[src/rtl/snoop_responder.sv]
// Peer-side MSI snoop responder: shadows the local cache's lines, writes back
// Modified data when a peer snoops it, and reports downgrades/invalidations.
module snoop_responder #(
  parameter int ADDR_W     = 8,
  parameter int WORD_W     = 16,
  parameter int IDX_W      = 2,
  parameter int WB_TIMEOUT = 255
) (
  input  logic              clk,
  input  logic              reset,
  input  logic              havMsg,
  input  logic              rm,
  input  logic              wm,
  input  logic              inv,
  input  logic [ADDR_W-1:0] addr,
  output logic              allowRead,
  output logic [1:0]        rwToMem,
  output logic [ADDR_W-1:0] addrToMem,
  output logic [WORD_W-1:0] dataToMem,
  input  logic              writeDoneFromMem,
  input  logic              fillEn,
  input  logic [ADDR_W-1:0] fillAddr,
  input  logic [1:0]        fillState,
  input  logic [WORD_W-1:0] fillData,
  output logic              fillReady,
  output logic              invToLocal,
  output logic              downgradeToLocal,
  output logic [ADDR_W-1:0] localAddr,
  output logic              protoErr
);

  localparam int LINES = 1 << IDX_W;
  localparam int TAG_W = ADDR_W - IDX_W;
  localparam int CNT_W = $clog2(WB_TIMEOUT + 1);
  localparam logic [1:0] ST_I = 2'b00, ST_S = 2'b01, ST_M = 2'b10;
  localparam logic [CNT_W-1:0] CNT_LAST = CNT_W'(WB_TIMEOUT - 1);

  typedef enum logic [1:0] {IDLE, LOOKUP, WB, DONE} state_t;

  state_t state_q, state_d;
  logic rm_q, rm_d, wm_q, wm_d, inv_q, inv_d;
  logic [ADDR_W-1:0] addr_q, addr_d;
  logic [1:0] post_q, post_d;
  logic [CNT_W-1:0] cnt_q, cnt_d;
  logic allow_q, allow_d, fready_q, fready_d;
  logic [1:0] rw_q, rw_d;
  logic [ADDR_W-1:0] maddr_q, maddr_d, laddr_q, laddr_d;
  logic [WORD_W-1:0] mdata_q, mdata_d;
  logic ipulse_q, ipulse_d, dg_q, dg_d, perr_q, perr_d;

  logic [1:0]        st_q  [LINES];
  logic [TAG_W-1:0]  tag_q [LINES];
  logic [WORD_W-1:0] dat_q [LINES];

  logic fill_we, st_we;
  logic [1:0] st_wval;
  logic [IDX_W-1:0] idx_l, idx_f;
  logic hit;

  assign idx_l = addr_q[IDX_W-1:0];
  assign idx_f = fillAddr[IDX_W-1:0];
  assign hit   = (st_q[idx_l] != ST_I) && (tag_q[idx_l] == addr_q[ADDR_W-1:IDX_W]);

  always_comb begin
    state_d = state_q;
    rm_d = rm_q; wm_d = wm_q; inv_d = inv_q; addr_d = addr_q;
    post_d = post_q; cnt_d = cnt_q;
    allow_d = allow_q; rw_d = rw_q;
    maddr_d = maddr_q; mdata_d = mdata_q; laddr_d = laddr_q;
    ipulse_d = 1'b0; dg_d = 1'b0; perr_d = perr_q;
    fill_we = 1'b0; st_we = 1'b0; st_wval = ST_I;
    case (state_q)
      IDLE: begin
        fill_we = fillEn && fready_q;
        if (havMsg) begin
          rm_d = rm; wm_d = wm; inv_d = inv; addr_d = addr;
          allow_d = 1'b0;
          state_d = LOOKUP;
        end
      end
      LOOKUP: begin
        state_d = DONE;
        allow_d = 1'b1;
        if (!$onehot({rm_q, wm_q, inv_q})) begin
          perr_d = 1'b1;
        end else if ((rm_q || wm_q) && hit && st_q[idx_l] == ST_M) begin
          state_d = WB;
          allow_d = 1'b0;
          rw_d    = 2'b10;
          maddr_d = addr_q;
          mdata_d = dat_q[idx_l];
          cnt_d   = '0;
          post_d  = rm_q ? ST_S : ST_I;
        end else if ((wm_q || inv_q) && hit) begin
          // Shared line hit by wm/inv, or Modified hit by inv (illegal: dropped without writeback)
          st_we    = 1'b1;
          ipulse_d = 1'b1;
          laddr_d  = addr_q;
          if (st_q[idx_l] == ST_M) perr_d = 1'b1;
        end
      end
      WB: begin
        if (writeDoneFromMem) begin
          st_we    = 1'b1;
          st_wval  = post_q;
          dg_d     = (post_q == ST_S);
          ipulse_d = (post_q != ST_S);
          laddr_d  = addr_q;
          rw_d     = 2'b00;
          allow_d  = 1'b1;
          state_d  = DONE;
        end else if (cnt_q == CNT_LAST) begin
          rw_d    = 2'b00;
          perr_d  = 1'b1;
          allow_d = 1'b1;
          state_d = DONE;
        end else begin
          cnt_d = cnt_q + 1'b1;
        end
      end
      DONE: begin
        if (!havMsg) state_d = IDLE;
      end
      default: state_d = IDLE;
    endcase
    fready_d = (state_d == IDLE);
  end

  always_ff @(posedge clk) begin
    if (reset) begin
      state_q <= IDLE;
      rm_q <= 1'b0; wm_q <= 1'b0; inv_q <= 1'b0; addr_q <= '0;
      post_q <= ST_I; cnt_q <= '0;
      allow_q <= 1'b1; fready_q <= 1'b1; rw_q <= 2'b00;
      maddr_q <= '0; mdata_q <= '0; laddr_q <= '0;
      ipulse_q <= 1'b0; dg_q <= 1'b0; perr_q <= 1'b0;
      for (int i = 0; i < LINES; i++) begin
        st_q[i]  <= ST_I;
        tag_q[i] <= '0;
        dat_q[i] <= '0;
      end
    end else begin
      state_q <= state_d;
      rm_q <= rm_d; wm_q <= wm_d; inv_q <= inv_d; addr_q <= addr_d;
      post_q <= post_d; cnt_q <= cnt_d;
      allow_q <= allow_d; fready_q <= fready_d; rw_q <= rw_d;
      maddr_q <= maddr_d; mdata_q <= mdata_d; laddr_q <= laddr_d;
      ipulse_q <= ipulse_d; dg_q <= dg_d; perr_q <= perr_d;
      if (fill_we) begin
        st_q[idx_f]  <= fillState;
        tag_q[idx_f] <= fillAddr[ADDR_W-1:IDX_W];
        dat_q[idx_f] <= fillData;
      end
      if (st_we) st_q[idx_l] <= st_wval;
    end
  end

  assign allowRead        = allow_q;
  assign rwToMem          = rw_q;
  assign addrToMem        = maddr_q;
  assign dataToMem        = mdata_q;
  assign fillReady        = fready_q;
  assign invToLocal       = ipulse_q;
  assign downgradeToLocal = dg_q;
  assign localAddr        = laddr_q;
  assign protoErr         = perr_q;

endmodule

[config.mk]
export PLATFORM = sky130hd
export DESIGN_NAME = snoop_responder
export DESIGN_NICKNAME = d
export VERILOG_FILES = /design/src/rtl/snoop_responder.sv
export SDC_FILE = /design/constraint.sdc
export NUM_CORES = 1
export LEC_CHECK = 0
export ABC_AREA = 1
export CORE_MARGIN = 1
export CORE_UTILIZATION = 51
export DETAILED_ROUTE_END_ITERATION = 16
export GPL_ROUTABILITY_DRIVEN = 0
export GPL_TIMING_DRIVEN = 0
export PLACE_DENSITY = 0.77
export SLEW_MARGIN = 20
export SYNTH_ARGS = -nofsm -noshare
export SYNTH_HDL_FRONTEND = slang
export SYNTH_SLANG_ARGS = --single-unit
[constraint.sdc]
create_clock -name clk -period 2.45 [get_ports clk]
set_input_delay 0.49 -clock clk [delete_from_list [all_inputs] [get_ports clk]]
set_output_delay 0.49 -clock clk [all_outputs]
set_load 0.05 [all_outputs]
==> results.py <==
metrics = {
    "worst_setup_path": {
        "critPathArrivalTime_ps": 2530,
        "slowest_delay_ps": 470,
        "crit_chain": "clkdlybuf4s50_1 -> clkbuf_2 -> inv_1 -> clkbuf_1 -> nand2_1 -> nand3_1 -> clkinvlp_4 -> buf_12",
        "cp-start-kind": "input pin",
        "required_ps": 2640,
        "crit_slowest_cell": "clkdlybuf4s50_1",
        "setup.worst_path.class": "input pin to flip-flop",
        "end_kind": "flip-flop",
        "reg2reg_slack_ps": 120,
        "cp_max_fo": 11,
    },
    "routing": {
        "drc": 0,
        "routed_wl_um": 17600,
        "wl_per_cell_um": 16.5,
        "viasPerCell": 5.36,
        "firstDrtPassIters": 5,
        "ant_nets": 0,
        "dr_total_vias": 5733,
        "drtIter0Drc": 678,
    },
    "sta": {
        "post-route-worst-setup-slack_ps": 106,
        "finalHoldViolations": 0,
        "fmax_ghz": 0.427,
        "finalSetupViolations": 0,
        "setup_tns_ps": 0,
        "fin_worst_skew_ps": 10.7,
        "relSlewSlack": 0.580,
        "slew_violations": 0,
        "min_period_ps": 2340,
        "fin_crit_sh": 0.957,
        "tightest_slew_ps": 630,
    },
    "die": {
        "core_um2": 13300,
        "die_h_um": 119,
        "start_util": 0.526,
        "rows": 42,
        "die-area_um2": 14200,
        "die_x_um": 119,
        "pin_count": 81,
    },
    "cts": {
        "root_buffer": "clkbuf_16",
        "cts.clk_slew.worst_paths_ps": 60,
        "clk_latency_ps": 430,
        "clockBufferDepth": 2,
        "ctsHoldBuffers": 0,
        "cts.sinks": 158,
        "cts_tree": "built",
        "cts_buffers": 17,
        "h-tree-depth": 4,
    },
    "placement": {
        "portBuffers": 79,
        "pre_cts_slack_ps": -1020,
        "place_inst": 1028,
        "hpwl_um": 11300,
        "postPlaceCellArea_um2": 8040,
    },
    "yosys": {
        "synth.top_cell.area_share": 0.410,
        "synth_edf_count": 96,
        "syn_area_per_cell_um2": 9.09,
        "yosysWarningCount": 0,
        "seq_area_frac_synth": 0.587,
        "async_flop_share": 0,
        "synthCells": 773,
        "yosysUniqueCellTypes": 42,
        "ys_ff_latch": 158,
        "ys_top_cells_by_count": "157 x nor2_1, 105 x nand2_1, 96 x edfxtp_1",
        "synth.cell_area_um2": 7020,
        "ys.flop_type": "edfxtp_1",
        "synth.most_common_cell": "nor2_1",
        "yosys.area.top_type": "edfxtp_1",
        "synth_area_leaders": "edfxtp_1 41%, dfxtp_1 18%, nor2_1 8.4%",
        "synth_fp_nets": 822,
    },
    "cells_and_area": {
        "layout-drive-gt1-share": 0.103,
        "n_antenna_cell": 0,
        "fin_area_um2": 8880,
        "fin_nets": 930,
        "stdcell_count": 1070,
        "area_delta_synth_final_pct": 26.4,
    },
    "pwr": {
        "p_leak_uw": 0.00346,
        "ir_worst_vdd_uv": 591,
        "p_per_area_nw_per_um2": 951,
    },
    "run_status": {
        "status": "complete, no violations",
    },
    "global_route": {
        "grt_pass1_vias": 5164,
        "gr-usage-all-layers": 0.253,
        "grt_first_pass_wirelength_um": 26900,
        "grt_max_degree": 23,
        "globalRouteOverflowTotal": 0,
        "antenna_found_initial": 0,
    },
    "hold_path": {
        "hp-class": "flip-flop to flip-flop",
    },
    "job": {
        "maxCapViolCount": 0,
    },
}
==> routing by layer <==
metal | share of wire | vias to the layer above | routed length, um | global-route usage
li1 | - | 2800 | - | -
met1 | 0.41 | 2604 | 7140 | 0.340
met2 | 0.47 | 290 | 8360 | 0.388
met3 | 0.094 | 39 | 1660 | 0.0536
met4 | 0.025 | 0 | 442 | 0.127
met5 | 0 | - | 0 | 0
==> repair_timing <==
action | in CTS | in global routing
pin swaps | 1 | 4
buffers inserted | 1 | 5
endpoints found under the hold margin | 0 | 0
resized for setup | 16 | 25
gates cloned | 2 | 2
endpoints found under the setup margin | 96 | 107
==> layout make-up <==
cell class,count,area [um2]
Buffer,40,203
Timing Repair Buffer,86,873
Sequential cell,158,4120
Tap cell,176,220
Inverter,82,319
Clock buffer,21,440
Timing Repair inverter,1,7.51
Clock inverter,11,144
Multi-Input combinational cell,495,2540
Fill cell,1057,4470
==> critical path: cells and delay by family <==
family	cells	cell delay, ps
AND/OR/NAND/NOR	2	380
buffers and inverters	6	1640
==> stage by stage <==
stage,hold slack [ps],utilization,power [uW]
global route,460,0.665,8820
CTS,449,0.653,8290
global placement,432,0.603,5580
detailed placement,439,0.603,5610
floorplan,428,-,4940
finish,445,0.665,8440
==> power breakdown <==
part / total (uW) / internal, uW / leakage, uW / switching, uW
Sequential: 3360 / 3190 / 0.00150 / 175
Combinational: 2430 / 761 / 0.00169 / 1670
Clock: 2650 / 1600 / 0.000275 / 1050
Total: 8440 / 5550 / 0.00346 / 2890
==> final timing paths <==
path,startpoint,endpoint,depth (start not counted)
worst min register to register,dataToMem[10]$_SDFFE_PP0P_,dataToMem[10]$_SDFFE_PP0P_,2
worst max register to register,rm_q$_SDFFE_PP0P_,st_q[2][1]$_SDFFCE_PN0P_,11
worst max-delay path,reset,tag_q[3][0]$_DFFE_PP_,8
worst min-delay path,dataToMem[10]$_SDFFE_PP0P_,dataToMem[10]$_SDFFE_PP0P_,2
==> registers in the layout, summed over array words and instances, names as in the netlist, 2 cells and up, named ones only <==
signal and flops:
cnt_q 8, state_q 2, dat_q 64, dataToMem 16
addr_q 8, st_q 8, tag_q 24, localAddr 8
addrToMem 8
==> cells by family (layout without fill, tap and decap cells) <==
group	Yosys count	in the layout	share of synthesized area
AOI/OAI and AO/OA	144	144	0.115
xor gates and xnor gates	6	6	0.00748
other	1	1	0.000534
adders and majority gates	7	7	0.0135
and+or+nand+nor	335	337	0.206
DFF	158	158	0.587
buffers and inverters	122	241	0.0707
==> placed cells by master (no fill, tap or decap), types with 2 or more instances in the layout <==
cell type and n:
o22ai_1 16, nand2_8 4, edfxtp_1 96, buf_1 2, nand2_4 5, buf_2 3, clkbuf_16 18, xor2_1 4
nand2_1 98, nor3_1 3, nor2_1 152, nor2_4 5, nand3_1 35, clkbuf_4 2, or2_2 2, inv_2 3
clkbuf_2 3, clkbuf_1 29, inv_1 76, clkinv_1 2, o211a_1 2, xnor2_1 2, buf_8 2, a21oi_1 46
dfxtp_1 62, clkinv_2 2, clkinvlp_4 5, nand3_2 5, nand2_2 10, nand4_1 12, ha_1 6, a211oi_1 9
nor2_2 3, o21ai_0 65, clkdlybuf4s50_1 79, bufinv_16 3, buf_4 7
(Power assumes the default switching activity.)
